**config.mk**
```make
export PLATFORM = sky130hd
export DESIGN_NAME = rx_frame_sync
export DESIGN_NICKNAME = d
export VERILOG_FILES = /design/src/rtl/rx_frame_sync.sv
export SDC_FILE = /design/constraint.sdc
export NUM_CORES = 1
export LEC_CHECK = 0
export ABC_CLOCK_PERIOD_IN_PS = 3260
export BUFFER_PORTS_ARGS = -buffer_cell sky130_fd_sc_hd__buf_2
export CELL_PAD_IN_SITES_DETAIL_PLACEMENT = 2
export CELL_PAD_IN_SITES_GLOBAL_PLACEMENT = 2
export CORE_ASPECT_RATIO = 0.9
export CORE_MARGIN = 4
export CORE_UTILIZATION = 41
export DETAILED_ROUTE_END_ITERATION = 10
export PLACE_DENSITY = 0.93
export SYNTH_ARGS = -nofsm -noshare
export SYNTH_HDL_FRONTEND = slang
export SYNTH_SLANG_ARGS = --single-unit
```
**constraint.sdc**
```tcl
create_clock -name clk_32M768 -period 3.26 [get_ports clk_32M768]
set_input_delay 0.163 -clock clk_32M768 [delete_from_list [all_inputs] [get_ports clk_32M768]]
set_output_delay 0.163 -clock clk_32M768 [all_outputs]
set_load 0.01 [all_outputs]
```
**src/rtl/rx_frame_sync.sv**
```systemverilog
// Rx frame synchroniser: sync-word search with Hamming tolerance and BPSK polarity
// resolution, then MSB-first packing of a fixed-length payload onto a byte stream.
module rx_frame_sync #(
  parameter logic [15:0] SYNC_WORD     = 16'hEB90,
  parameter int          PAYLOAD_BYTES = 32,
  parameter int          MAX_ERR       = 1
) (
  input  logic        clk_32M768,
  input  logic        rst_n_32M768,
  input  logic        rx_bit,
  input  logic        rx_bit_valid,
  output logic [7:0]  data_tdata,
  output logic        data_tvalid,
  input  logic        data_tready,
  output logic        data_tuser,
  output logic        data_tlast,
  output logic        sync_locked,
  output logic        phase_inv,
  output logic [15:0] frame_cnt,
  output logic        overflow
);

  localparam logic [4:0] ERR_LIM  = 5'(MAX_ERR);
  localparam logic [7:0] LAST_IDX = 8'(PAYLOAD_BYTES - 1);

  typedef enum logic {SEARCH = 1'b0, PAYLOAD = 1'b1} state_t;

  function automatic logic [4:0] popcount16(input logic [15:0] v);
    logic [4:0] n;
    n = '0;
    for (int i = 0; i < 16; i++) n = n + {4'd0, v[i]};
    return n;
  endfunction

  state_t      state, state_nxt;
  logic [1:0]  rst_pipe;
  logic        rst_n;
  // The oldest window bit is shifted out by the very strobe that evaluates it,
  // so only 15 bits are stored; the full window is sr_nxt.
  logic [14:0] sr;
  logic [15:0] sr_nxt;
  logic [4:0]  d_pos, d_neg;
  logic        lock_pos, lock_neg;
  logic [2:0]  bit_cnt;
  logic [7:0]  byte_idx;
  logic [6:0]  byte_sr;
  logic [7:0]  byte_nxt;
  logic        byte_done, last_byte, frame_end;

  always_ff @(posedge clk_32M768 or negedge rst_n_32M768) begin
    if (!rst_n_32M768) rst_pipe <= 2'b00;
    else               rst_pipe <= {rst_pipe[0], 1'b1};
  end
  assign rst_n = rst_pipe[1];

  assign sr_nxt    = {sr, rx_bit};
  assign d_pos     = popcount16(sr_nxt ^ SYNC_WORD);
  assign d_neg     = popcount16(sr_nxt ^ ~SYNC_WORD);
  assign lock_pos  = (state == SEARCH) && rx_bit_valid && (d_pos <= ERR_LIM);
  assign lock_neg  = (state == SEARCH) && rx_bit_valid && (d_neg <= ERR_LIM);
  assign byte_nxt  = {byte_sr, rx_bit ^ phase_inv};
  assign byte_done = (state == PAYLOAD) && rx_bit_valid && (bit_cnt == 3'd7);
  assign last_byte = (byte_idx == LAST_IDX);
  assign frame_end = byte_done && last_byte;

  always_ff @(posedge clk_32M768 or negedge rst_n) begin
    if (!rst_n) state <= SEARCH;
    else        state <= state_nxt;
  end

  always_comb begin
    state_nxt = state;
    case (state)
      SEARCH:  if (lock_pos || lock_neg) state_nxt = PAYLOAD;
      PAYLOAD: if (frame_end)            state_nxt = SEARCH;
      default: state_nxt = SEARCH;
    endcase
  end

  always_comb begin
    sync_locked = (state == PAYLOAD);
  end

  // Stage p0: bit capture, byte assembly and frame bookkeeping
  always_ff @(posedge clk_32M768 or negedge rst_n) begin
    if (!rst_n) begin
      sr        <= '0;
      byte_sr   <= '0;
      bit_cnt   <= '0;
      byte_idx  <= '0;
      phase_inv <= 1'b0;
      frame_cnt <= '0;
    end else begin
      if (frame_end)         sr <= '0;
      else if (rx_bit_valid) sr <= sr_nxt[14:0];
      if (lock_pos || lock_neg) begin
        phase_inv <= !lock_pos;
        bit_cnt   <= '0;
        byte_idx  <= '0;
      end
      if ((state == PAYLOAD) && rx_bit_valid) begin
        byte_sr <= byte_nxt[6:0];
        bit_cnt <= bit_cnt + 3'd1;
      end
      // Index advances even when a byte is dropped, keeping frame boundaries aligned
      if (byte_done) byte_idx <= last_byte ? 8'd0 : byte_idx + 8'd1;
      if (frame_end) frame_cnt <= frame_cnt + 16'd1;
    end
  end

  // Stage p1: output register with valid/ready hold and sticky drop flag
  always_ff @(posedge clk_32M768 or negedge rst_n) begin
    if (!rst_n) begin
      data_tdata  <= '0;
      data_tvalid <= 1'b0;
      data_tuser  <= 1'b0;
      data_tlast  <= 1'b0;
      overflow    <= 1'b0;
    end else if (byte_done) begin
      if (!data_tvalid || data_tready) begin
        data_tdata  <= byte_nxt;
        data_tvalid <= 1'b1;
        data_tuser  <= (byte_idx == 8'd0);
        data_tlast  <= last_byte;
      end else begin
        overflow <= 1'b1;
      end
    end else if (data_tvalid && data_tready) begin
      data_tvalid <= 1'b0;
    end
  end

endmodule

```
==> results of run 1 <==
==> how the worst max path moves through the flow <==
| stage | endpoint | depth (start not counted) | slack (ns) |
|---|---|---|---|
| global placement | byte_idx[1]$_DFFE_PN0P_ | 13 | -0.71 |
| CTS | byte_idx[1]$_DFFE_PN0P_ | 15 | -0.98 |
| floorplan | byte_idx[1]$_DFFE_PN0P_ | 13 | -0.52 |
| global route | byte_idx[1]$_DFFE_PN0P_ | 15 | -1.10 |
| finish | byte_idx[2]$_DFFE_PN0P_ | 15 | -1.07 |
| detailed placement | byte_idx[1]$_DFFE_PN0P_ | 13 | -1.09 |
==> synthesized netlist by cell type, drive strengths merged, types with 3 or more instances <==
master  count
dfrtp      65
o22ai      17
a31oi       4
xor2        3
clkbuf      9
nor3        3
nand4       6
nor2        9
mux2        7
nand3      14
xnor2      14
inv        51
and3        5
fa         20
o21ai       7
nand2      68
ha         15
==> through the flow <==
stage	TNS (ns)	utilization, %	hold slack, ns	setup slack [ns]	std cells
finish	-12.79	53.4	0.123	-1.07	526
global route	-13.38	53.4	0.127	-1.10	526
floorplan	-5.60	-	-0.133	-0.517	341
global placement	-8.47	47.7	-0.0522	-0.712	497
detailed placement	-12.16	47.7	-0.0486	-1.09	497
CTS	-11.85	52.0	0.0870	-0.977	520
==> repair_timing <==
action                                  CTS  global route
resized for setup                        10            20
hold buffers                              1             0
hold endpoints to repair                  2             0
pin swaps                                 8            14
endpoints found under the setup margin   13            13
setup buffers                             6             6
==> cells by family after synthesis <==
logic type | share of synthesized area [%]
simple gates | 16.6
flops | 46.6
buf+inv | 6.60
fa+ha+maj | 16.9
compound gates | 6.13
xor+xnor | 4.27
mux | 2.83
other cells | 0.107
==> worst max-delay path, stage by stage, from the launching register on <==
cell and delay [ns]:
sky130_fd_sc_hd__dfrtp_1 0.40, sky130_fd_sc_hd__inv_2 0.09, sky130_fd_sc_hd__fa_1 0.56, sky130_fd_sc_hd__inv_1 0.07
sky130_fd_sc_hd__fa_1 0.47, sky130_fd_sc_hd__fa_1 0.58, sky130_fd_sc_hd__inv_1 0.09, sky130_fd_sc_hd__fa_1 0.52
sky130_fd_sc_hd__inv_2 0.06, sky130_fd_sc_hd__ha_4 0.19, sky130_fd_sc_hd__fa_2 0.39, sky130_fd_sc_hd__a31oi_1 0.17
sky130_fd_sc_hd__nand4b_1 0.15, sky130_fd_sc_hd__buf_6 0.16, sky130_fd_sc_hd__a31oi_4 0.09, sky130_fd_sc_hd__mux2i_1 0.24
==> cell type report <==
type	count	area, sq um
Inverter	51	191
Tap cell	115	144
Clock buffer	11	141
Clock inverter	5	104
Fill cell	825	3810
Sequential cell	65	1630
Timing Repair Buffer	64	417
Multi-Input combinational cell	215	1750
==> flip-flops by register name (all words and copies together), names as in the netlist <==
signal       cells
byte_sr          7
overflow         1
data_tvalid      1
byte_idx         8
sync_locked      1
rst_pipe         2
frame_cnt       16
data_tdata       8
bit_cnt          3
sr              15
data_tuser       1
data_tlast       1
phase_inv        1
==> power groups by stage <==
stage / sequential, mW / clock [mW] / combinational, mW
6_report: 1.12 / 0.898 / 2.05
3_5_place_dp: 1.11 / 0 / 1.53
4_1_cts: 1.10 / 0.898 / 1.72
3_3_place_gp: 1.09 / 0 / 1.24
2_1_floorplan: 1.10 / 0 / 0.922
5_1_grt: 1.14 / 0.944 / 2.19
==> metal layers <==
| layer | GRT usage [%] | vias to the layer above | wire length (um) | part of all wire [%] |
|---|---|---|---|---|
| met5 | 0 | - | 0 | 0 |
| met3 | 6.03 | 33 | 743 | 5.1 |
| met1 | 33.0 | 1529 | 5770 | 39 |
| met4 | 8.31 | 0 | 464 | 3.2 |
| li1 | - | 1230 | - | - |
| met2 | 50.7 | 105 | 7680 | 52 |
==> impl_summary.md, run 1 <==
Outcome
The flow ran to the end, but the final reports show violations. The checks that failed: setup timing.

Synthesis
Synthesis produced 341 cells. For this run, the leading register cell type out of synthesis is sky130_fd_sc_hd__dfrtp_1. The top-area cell type share of the netlist area is 46.6%. The Yosys step of the flow raised 0 warnings. Sequential cells were found to cover 46.6% of the synthesized design area. The synthesis-stage register bit count is 65. Synthesis instantiated 41 different standard cells from the library. The synthesized design spends more area on one cell type than any other, namely sky130_fd_sc_hd__dfrtp_1. The synthesized area divided by synthesized cell count is 10.2 sq um. The post-synthesis async set-or-reset flop share is 100%. The number of nets produced by synthesis is 381. The mapped netlist covers 3490 sq um. The number of enable flip-flop cells after synthesis is 0. By area the synthesized netlist is led by sky130_fd_sc_hd__dfrtp_1 47%, sky130_fd_sc_hd__fa_1 11%, sky130_fd_sc_hd__nand2_1 7.2%.

GRT
The largest net degree at the start of global routing is 42. The first global-routing pass estimated 20.4 mm of wire. The number of antenna violations at the first check in global routing came to 0.

After global routing the overflow that remains totals 0. The number of global-route vias before repair is 3285. In the global route stage, overall resource usage came out at 27.8%.

Power
The worst supply voltage drop on vdd is 392 uV. Summed over all cells, the static leakage comes to 2.17 nW. The total power draw is 4.06 mW. Internal power comes to 2.30 mW.

The clock network burns 22.1% of the power. In this run the power density over the cells is 929 nW/um^2. The switching power is 1.77 mW. The sequential fraction of design power is 27.5%. In this run switching power makes up 43.5% of total power. The combinational group share of total power is 50.4%.

Detailed routing
The DRC marker count from the first detailed-route iteration is 182. The detailed router placed 2897 vias in this run. The remaining number of nets flagged by the antenna check after routing is 0. The residual DRC count is 0. After detailed routing, the number of vias per cell comes to 5.51.

The pre-antenna-repair detailed-routing pass consisted of 4 iterations. The sum of routed wire length over all layers is 14.7 mm. After detailed routing, the average wire length per cell comes to 27.9 um.

Layout
Cells with a size suffix above 1 make up 29.2% of the layout. The cell area after layout is 4370 sq um. The most common library cell in the layout ignoring fill and taps is sky130_fd_sc_hd__nand2_1. The area overhead of the layout relative to synthesis is 25.3%. The net count reported at finish is 446.

The antenna cell count is 0. The library cells used most frequently in the layout, excluding fill and tap cells, are 66 x sky130_fd_sc_hd__nand2_1, 63 x sky130_fd_sc_hd__dfrtp_1, 44 x sky130_fd_sc_hd__inv_1.

CTS
The root buffer cell chosen for the clock tree is sky130_fd_sc_hd__clkbuf_8. At the later pin of the worst-skew pair, clock insertion delay measures 0.38 ns. The maximum level of the CTS H-tree is 3.

The CTS tree is done. The CTS buffer count is 9. The clock passes through at most 2 buffers. The clock sink count is 65.

After clock tree synthesis, the clock-pin slew on the worst setup and hold paths is 0.09 ns.

Worst hold path
The worst hold path terminates at data_tvalid$_DFFE_PN0P_. The hold path startpoint is data_tready. The worst hold path stage count is 3. In this run the worst hold path is classified as in2reg.

Worst setup path
The origin of the worst setup path is sr[14]$_DFFE_PN0P_. The worst register-to-register path begins at sr[14]$_DFFE_PN0P_. The required time at the endpoint of the critical path is 3.53 ns. The destination of the worst register-to-register timing path is byte_idx[2]$_DFFE_PN0P_.

The setup path with the least slack is of type reg2reg. Data on the critical path arrives at its endpoint at 4.61 ns. The worst setup path is launched from a flop. The endpoint class of the critical path is a flop. Along the worst path, the maximum fanout reaches 6. Counting cells, the worst reg-to-reg path comes to 15. The slack of the worst reg-to-reg path is -1.07 ns.

STA
The worst-margin pin slew is 0.751 ns. Setup repair after global routing could not meet its margin everywhere. The worst path setup slack after routing is -1.07 ns. The final setup skew is 0.0176 ns. The final number of max-transition violations was 0.

The normalized max-slew margin is 49.5%. The worst path uses 133% of the clock period. The final-report hold violation count is 0. The final setup violation count is 13.

The top achievable clock speed is 231 MHz. The time the final worst path needs with I/O delays and setup is 4.33 ns.

Run
The tool flagged a number of max-cap violations equal to 0.

Floorplan
The horizontal die dimension is 105 um. The row count is 31. The die is 95.5 um tall.

The core region is 8180 sq um. In this run the count of I/O pins placed on the die edge is 35. The die area is 10100 sq um. For this configuration, the core starts out at a cell density of 42.6%.

Place
The number of I/O port buffers is 34. The detailed placer's ending HPWL is 8.56 mm. The placed instances occupy a cell area of 3910 sq um. Routability-driven placement finished with a final weighted congestion of 0.896.
Note: power is estimated with default switching activity, not from simulation.
==> run 2: changes to the inputs <==
--- a/config.mk
+++ b/config.mk
@@ -9,7 +9,7 @@
 export BUFFER_PORTS_ARGS = -buffer_cell sky130_fd_sc_hd__buf_2
 export CELL_PAD_IN_SITES_DETAIL_PLACEMENT = 2
 export CELL_PAD_IN_SITES_GLOBAL_PLACEMENT = 2
-export CORE_ASPECT_RATIO = 0.9
+export CORE_ASPECT_RATIO = 2
 export CORE_MARGIN = 4
 export CORE_UTILIZATION = 41
 export DETAILED_ROUTE_END_ITERATION = 10
==> impl_summary.md, run 2 (synthesis gave the netlist of run 1 again) <==
Outcome
The flow ran to the end, but the final reports show violations. The final reports fail on setup timing.

Detailed routing
The residual DRC count is 0 (unchanged). The remaining number of nets flagged by the antenna check after routing is 0 (unchanged). The DRC marker count from the first detailed-route iteration is 162 (-11%). The via count is 2885 (-0.41%). The count of TritonRoute iterations in the first routing pass came to 4 (unchanged). The sum of routed wire length over all layers is 13.9 mm (-5.4%). The detail-routed net length per standard cell was 26.9 um (-3.3%). The via count normalized by instance count is 5.60 (+1.7%).

CTS
The clock sink count was 65 (unchanged). The clock transition at the registers of the reported paths was 0.05 ns (-0.04 ns). The maximum level of the CTS H-tree was 3 (unchanged).

The clock latency reported for the late side of the worst-skew pair came to 0.35 ns (-0.03 ns). The tree is rooted in a sky130_fd_sc_hd__clkbuf_16. The CTS tree is done. The maximum buffer depth of the clock tree is 2 (unchanged). The CTS buffer count is 9 (unchanged).

Layout
The post-route non-filler standard cell count is 515 (-2.1%). The post-layout utilization of the core is 53.4% (about the same). The flip-flop count of the largest register, all copies and words added is 16 (unchanged). The library cell used most frequently in the layout, excluding fill and tap cells, is sky130_fd_sc_hd__nand2_1. The antenna cell count came to 0 (unchanged). The largest registers in the layout are frame_cnt (16), sr (15). The final-layout fill cell count is 830 (+0.61%).

From synthesis to final layout, the design area changed by 27.0%. The fraction of final layout cells with drive strength greater than 1 is 31.2% (+2.0 points). The net count reported at finish is 452 (+1.3%). In the layout the commonest cells are 66 x sky130_fd_sc_hd__nand2_1, 64 x sky130_fd_sc_hd__dfrtp_1, 40 x sky130_fd_sc_hd__inv_1. The cell area after layout is 4430 sq um (+1.3%). Ranked by flip-flop count, first place goes to frame_cnt.

Power
The switching share of power is 41.8% (-1.7 points). The worst supply voltage drop on vdd is 909 uV (+130%). The total power draw is 4.17 mW (+2.6%). The power density normalized to cell area was 941 nW/um^2 (+1.3%). The combinational group share of total power came to 47.8% (-2.6 points).

The sequential fraction of design power is 27.2% (-0.3 points). The part of the total power dissipated in the clock network is 24.9% (+2.8 points). The switching power came to 1.74 mW (-1.4%). The static power due to leakage was 2.22 nW (+2.1%). The cell-internal power is 2.43 mW (+5.7%).

Worst setup path
The length in cells of the worst reg-to-reg path was 15 (unchanged). The endpoint arrival time on the critical path was 4.50 ns (-0.11 ns). Walking the worst path, the cells encountered are inv_2 > fa_1 > inv_2 > fa_1 > fa_1 > inv_2 > fa_2 > inv_2 > ha_4 > fa_2 > a21oi_2 > nand4b_1 > buf_6 > a31oi_1 > mux2i_1. The critical path class is reg2reg. STA classifies the critical path startpoint as a flop. The endpoint class of the critical path is a flop. The required time at the endpoint of the critical path was 3.46 ns (-0.07 ns). The peak per-stage delay on the critical path is 0.55 ns (-0.03 ns). The critical-path maximum fanout is 5 (-1).

The slack of the worst reg-to-reg path is -1.04 ns (+0.03 ns). In this run the critical register-to-register path is launched from sr[12]$_DFFE_PN0P_. The destination of the worst register-to-register timing path is byte_idx[2]$_DFFE_PN0P_. The most common cell type on the critical path is sky130_fd_sc_hd__inv_2. The critical-path cell with the highest stage delay is sky130_fd_sc_hd__fa_2.

STA
The sum of negative setup slack is -12.65 ns (+0.134 ns). The worst path setup slack after routing is -1.04 ns (+0.0281 ns). The share of the clock period used by the worst path after layout came to 132% (-0.86 points).

The time the final worst path needs with I/O delays and setup is 4.30 ns (-0.0281 ns). The smallest hold slack is 0.147 ns (+0.0234 ns). The final number of max-transition violations came to 0 (unchanged).

The final setup skew is 0.0162 ns (-0.00144 ns). The top achievable clock speed came to 232 MHz (+0.65%). The final-report hold violation count is 0 (unchanged).

The final setup violation count is 13 (unchanged). Setup repair after global routing could not meet its margin everywhere. The worst-margin pin slew is 0.873 ns (+0.122 ns).

The normalized max-slew margin came to 41.8% (-7.7 points).

Floorplan
The row count is 47 (+52%). The area of the placeable core came to 8290 sq um (+1.3%). The horizontal die dimension is 73.2 um (-30%). The top-level port count is 35 (unchanged). The floorplan die height is 138 um (+45%). The die area is 10100 sq um (+0.87%). The initial core utilization is 42.1% (-0.55 points).

Place
The number of placed instances, taps included came to 484 (-2.6%). The weighted congestion at the end of routability-driven global placement is 0.931 (+3.9%). The placed cell area came to 3920 sq um (+0.22%). The number of I/O port buffers is 34 (unchanged).

The worst slack at placement is -1.01 ns (+0.0823 ns). The detailed placer's ending HPWL was 8.66 mm (+1.2%).

Worst hold path
The class of the tightest hold or removal check is in2async.

GRT
The largest net degree at the start of global routing was 37 (-12%). The global route total overflow is 0 (unchanged). The global-route usage over all layers came to 28.4% (+0.67 points).

The number of antenna violations at the first check in global routing is 0 (unchanged). The number of global-route vias before repair is 3443 (+4.8%). The first-pass GRT wire length was 20.6 mm (+1.1%).

Run
The total of max-cap violations is 0 (unchanged).
==> run 2: cell type report <==
cell class | count | area (sq um) | share of cell area, %
clock inverter | 2 | 35.0 | 0.791
multi-input combinational | 215 | 1730 | 39.0
inverter | 51 | 191 | 4.32
tap | 98 | 123 | 2.77
timing repair buffer | 70 | 450 | 10.2
sequential | 65 | 1630 | 36.7
clock buffer | 14 | 274 | 6.18
==> run 2: worst max-delay path by stage <==
stage / start / end / slack (ns) / cells past startpoint
floorplan: sr[8]$_DFFE_PN0P_ / byte_idx[1]$_DFFE_PN0P_ / -0.52 / 13
global placement: sr[8]$_DFFE_PN0P_ / byte_idx[1]$_DFFE_PN0P_ / -0.75 / 13
detailed placement: sr[5]$_DFFE_PN0P_ / byte_idx[7]$_DFFE_PN0P_ / -1.01 / 14
CTS: sr[12]$_DFFE_PN0P_ / byte_idx[1]$_DFFE_PN0P_ / -0.90 / 14
global route: sr[12]$_DFFE_PN0P_ / byte_idx[2]$_DFFE_PN0P_ / -1.15 / 15
finish: sr[12]$_DFFE_PN0P_ / byte_idx[2]$_DFFE_PN0P_ / -1.04 / 15
==> run 2: worst max-delay path: cells and delay by family, from the launching register on <==
kind	cells	cell delay, ns
AO/OA/AOI/OAI	2	0.40
adder cells (fa/ha/maj)	6	2.63
buffers and inverters	5	0.43
flip-flops	1	0.38
multiplexers	1	0.15
AND/OR/NAND/NOR	1	0.17
==> run 2: power by group through the flow <==
| stage | clock [mW] | sequential [mW] | combinational [mW] |
|---|---|---|---|
| finish | 1.04 | 1.14 | 1.99 |
| global route | 1.08 | 1.15 | 2.16 |
| CTS | 1.03 | 1.13 | 1.82 |
| detailed placement | 0 | 1.12 | 1.53 |
| global placement | 0 | 1.10 | 1.27 |
| floorplan | 0 | 1.10 | 0.922 |
==> run 2: metal layers <==
layer / wire length [um] / vias up / global-route usage, %
met1: 4410 / 1490 / 27.7
met3: 357 / 60 / 4.58
met4: 1090 / 0 / 19.6
li1: - / 1246 / -
met2: 8010 / 89 / 51.5
met5: 0 / - / 0
==> run 2: timing repair <==
| action | 4_1_cts | 5_1_grt |
|---|---|---|
| setup buffers | 7 | 7 |
| hold endpoints to repair | 2 | 0 |
| setup endpoints to repair | 13 | 13 |
| hold buffers | 1 | 0 |
| gates cloned | 0 | 0 |
| pin swaps | 12 | 4 |
| resized for setup | 17 | 13 |
==> run 3: changes to the inputs <==
==> config.mk (replaced) <==
export PLATFORM = sky130hd
export DESIGN_NAME = rx_frame_sync
export DESIGN_NICKNAME = d
export VERILOG_FILES = /design/src/rtl/rx_frame_sync.sv
export SDC_FILE = /design/constraint.sdc
export NUM_CORES = 1
export LEC_CHECK = 0
export ABC_AREA = 1
export ABC_CLOCK_PERIOD_IN_PS = 4700
export BUFFER_PORTS_ARGS = -buffer_cell sky130_fd_sc_hd__buf_2
export CELL_PAD_IN_SITES_DETAIL_PLACEMENT = 2
export CELL_PAD_IN_SITES_GLOBAL_PLACEMENT = 2
export CORE_ASPECT_RATIO = 2
export CORE_MARGIN = 4
export CORE_UTILIZATION = 36
export DETAILED_ROUTE_END_ITERATION = 10
export PLACE_DENSITY = 0.89
export SYNTH_ARGS = -nofsm -noshare
export SYNTH_HDL_FRONTEND = slang
export SYNTH_SLANG_ARGS = --single-unit
==> constraint.sdc (replaced) <==
create_clock -name clk_32M768 -period 4.7 [get_ports clk_32M768]
set_input_delay 0.235 -clock clk_32M768 [delete_from_list [all_inputs] [get_ports clk_32M768]]
set_output_delay 0.235 -clock clk_32M768 [all_outputs]
set_load 0.01 [all_outputs]
==> impl_summary.md, run 3 <==
Detailed routing
The remaining number of nets flagged by the antenna check after routing was 0 (unchanged). The sum of routed wire length over all layers is 12.8 mm (-7.7%). The residual DRC count is 0 (unchanged). The via count came to 3281 (+14%). The count of TritonRoute iterations in the first routing pass is 5 (+1).

The DRC marker count from the first detailed-route iteration is 97 (-40%). The via count normalized by instance count is 5.02 (-10%). The detail-routed net length per standard cell came to 19.6 um (-27%).

Synthesis
The post-synthesis cell type count is 29 (-29%). In the post-synthesis netlist, the biggest area contributors are sky130_fd_sc_hd__dfrtp_1 42%, sky130_fd_sc_hd__nand2_1 14%, sky130_fd_sc_hd__fa_1 10%. The biggest area contributor in the post-synthesis netlist is sky130_fd_sc_hd__dfrtp_1.

The number of nets produced by synthesis is 516 (+35%). The most common cell in the synthesized netlist is sky130_fd_sc_hd__nand2_1. The synthesized area divided by synthesized cell count came to 8.17 sq um (-20%).

The cell count after synthesis is 476 (+40%). The count of yosys warnings during synthesis is 0 (unchanged). The number of enable flip-flop cells after synthesis is 0 (unchanged). The post-synthesis async set-or-reset flop share was 100% (unchanged).

The top-area cell type share of the netlist area came to 41.8% (-4.8 points). The synthesis-stage register bit count was 65 (unchanged). The proportion of synthesized chip area in sequential cells came to 41.8% (-4.8 points). By count the netlist is led by 150 x sky130_fd_sc_hd__nand2_1, 82 x sky130_fd_sc_hd__inv_1, 65 x sky130_fd_sc_hd__dfrtp_1.

The total standard cell area after synthesis is 3890 sq um (+12%). For this run, the leading register cell type out of synthesis is sky130_fd_sc_hd__dfrtp_1.

Floorplan
The horizontal die dimension is 81.5 um (+11%). The floorplan die height is 155 um (+12%). The initial core utilization was 36.9% (-5.2 points). The die area came to 12600 sq um (+25%). The row count is 53 (+13%).

The top-level port count is 35 (unchanged). The area of the placeable core was 10500 sq um (+27%).

Place
The number of I/O port buffers is 34 (unchanged). The weighted congestion at the end of routability-driven global placement is 0.815 (-12%). The detailed placer's ending HPWL was 8.68 mm (+0.17%).

Worst setup path
The critical-path cell with the highest stage delay is sky130_fd_sc_hd__fa_1. The endpoint arrival time on the critical path is 4.56 ns (+0.06 ns). Walking the worst path, the cells encountered are fa_1 > inv_1 > fa_1 > fa_1 > inv_1 > fa_1 > inv_1 > ha_1 > fa_1 > nor2_1 > nand2_1 > nor2_1 > nand2_2 > nand4_1 > nand2_1. The buffer and inverter count on the worst path is 3 (-2). The critical-path maximum fanout was 12 (+7). STA classifies the critical path endpoint as a flop.

The kind of launch point of the worst setup path is a flop. The required time at the endpoint of the critical path is 4.92 ns (+1.46 ns). The critical path is of the reg2reg type. The peak per-stage delay on the critical path came to 0.55 ns (about the same).

The most common cell type on the critical path is sky130_fd_sc_hd__fa_1. The category of cells accounting for the largest share of critical-path delay is adder cells.

GRT
The global route total overflow came to 0 (unchanged). The number of antenna violations at the first check in global routing was 0 (unchanged). The number of global-route vias before repair came to 3827 (+11%).

The global-route usage over all layers is 22.2% (-6.3 points). The largest net degree at the start of global routing is 64 (+73%). The first-pass GRT wire length is 20.5 mm (-0.67%).

STA
The top achievable clock speed is 231 MHz (-0.68%). The time the final worst path needs with I/O delays and setup is 4.33 ns (+0.0297 ns). The final-report hold violation count came to 0 (unchanged). The normalized max-slew margin is 42.7% (+0.89 points). The worst-margin pin slew is 0.860 ns (-0.0133 ns). The final setup skew is 0.0116 ns (-0.00461 ns). The share of the clock period used by the worst path after layout came to 92.2% (-40 points). The sum of negative setup slack is 0 ns (+12.65 ns). Setup repair after global routing left no endpoint under its margin. The final setup violation count was 0 (-13). The final number of max-transition violations was 0 (unchanged).

CTS
The clock latency reported for the late side of the worst-skew pair is 0.35 ns (about the same). The clock transition at the registers of the reported paths was 0.06 ns (about the same). The clock sink count is 65 (unchanged). The maximum buffer depth of the clock tree is 2 (unchanged). The buffer count from post-CTS setup fixing is 0 (-7). The CTS buffer count came to 9 (unchanged). The root buffer cell chosen for the clock tree is sky130_fd_sc_hd__clkbuf_16. The CTS tree is done. The maximum level of the CTS H-tree is 3 (unchanged).

Power
The switching share of power is 39.4% (-2.4 points). The combinational group share of total power is 40.5% (-7.3 points). The part of the total power dissipated in the clock network is 31.0% (+6.1 points).

The sequential fraction of design power was 28.5% (+1.3 points). The power density normalized to cell area is 571 nW/um^2 (-39%). The switching power is 1.02 mW (-42%).

The worst supply voltage drop on vdd is 293 uV (-68%). The cell-internal power is 1.57 mW (-35%). The static power due to leakage is 2.43 nW (+9.5%).

Layout
From synthesis to final layout, the design area changed by 16.4%. The final-layout fill cell count is 1203 (+45%). Leaving out fill and tap cells, the most frequent cells in the layout are 149 x sky130_fd_sc_hd__nand2_1, 82 x sky130_fd_sc_hd__inv_1, 64 x sky130_fd_sc_hd__dfrtp_1.

frame_cnt holds more flip-flops than any other register. The fraction of final layout cells with drive strength greater than 1 came to 13.0% (-18 points). The largest registers in the layout are frame_cnt (16), sr (15).

The flip-flop count of the largest register, all copies and words added came to 16 (unchanged). The antenna cell count is 0 (unchanged). The multi-input gate area in the final layout is 1860 sq um (+7.7%). The post-layout utilization of the core was 42.9% (-10 points).

The most common library cell in the layout ignoring fill and taps is sky130_fd_sc_hd__nand2_1. The net count reported at finish is 551 (+22%). The storage element area is 1630 sq um (unchanged).

Run
The total of max-cap violations is 0 (unchanged).

Worst hold path
The min-delay analysis places its worst path in the category in2async.

Outcome
The run finished with clean final reports.
run 3: layer usage:
metal	global-route usage [%]	up-vias	wire, um
met1	22.0	1667	4520
met5	0	-	0
met4	11.0	0	467
met2	42.0	56	7480
li1	-	1523	-
met3	3.94	35	329
run 3: logic make-up after synthesis:
kind of cell / synth area share, %
AND/OR/NAND/NOR: 25.1
flip-flops: 41.8
adder cells (fa/ha/maj): 15.1
AO/OA/AOI/OAI: 5.92
XOR/XNOR: 1.58
buffers and inverters: 10.4
other: 0.0964
run 3: worst reg2reg max path, delay by kind of cell (launching register included):
family | cells | cell delay [ns]
fa+ha+maj | 6 | 2.75
simple gates | 6 | 0.84
flops | 1 | 0.46
buf+inv | 3 | 0.18
run 3: timing repair:
action,4_1_cts,5_1_grt
hold buffers,1,0
gates resized for setup,0,1
hold endpoints to repair,2,0
setup endpoints to repair,0,1
run 3: cell type report:
cell class	instances	share of cell area (%)
Sequential cell	65	35.9
Clock buffer	10	5.06
Inverter	87	7.38
Tap cell	137	3.79
Timing Repair Buffer	36	4.14
Multi-Input combinational cell	312	41.1
Clock inverter	6	2.54
run 3: through the flow:
stage / setup slack, ns / cell area, sq um / instances / hold WS, ns / power, mW
2_1_floorplan: 0.831 / 3890 / 476 / -0.0606 / 1.38
3_3_place_gp: 0.538 / 4170 / 636 / 0.0207 / 1.60
3_5_place_dp: 0.360 / 4170 / 636 / 0.0241 / 1.74
4_1_cts: 0.238 / 4530 / 653 / 0.210 / 2.62
5_1_grt: 0.143 / 4530 / 653 / 0.238 / 2.80
6_report: 0.366 / 4530 / 653 / 0.218 / 2.59
run 3: path summary, 6_finish.rpt:
path	start	depth (start not counted)	to	slack, ns
setup reg to reg	sr[6]$_DFFE_PN0P_	15	bit_cnt[1]$_DFFE_PN0P_	0.37
max in group asynchronous	rst_pipe[1]$_DFF_PN0_	1	phase_inv$_DFFE_PN0P_	3.68
hold / removal	rst_n_32M768	2	rst_pipe[0]$_DFF_PN0_	0.22
min in group clk_32M768	data_tready	3	data_tlast$_DFFE_PN0P_	0.22
hold reg to reg	rst_pipe[0]$_DFF_PN0_	0	rst_pipe[1]$_DFF_PN0_	0.36
setup / recovery	sr[6]$_DFFE_PN0P_	15	bit_cnt[1]$_DFFE_PN0P_	0.37
run 3: power groups by stage:
stage,Clock [mW],Sequential [mW],Combinational [mW]
floorplan,0,0.744,0.635
global placement,0,0.731,0.864
detailed placement,0,0.740,0.996
CTS,0.814,0.740,1.07
global route,0.837,0.751,1.21
finish,0.802,0.738,1.05
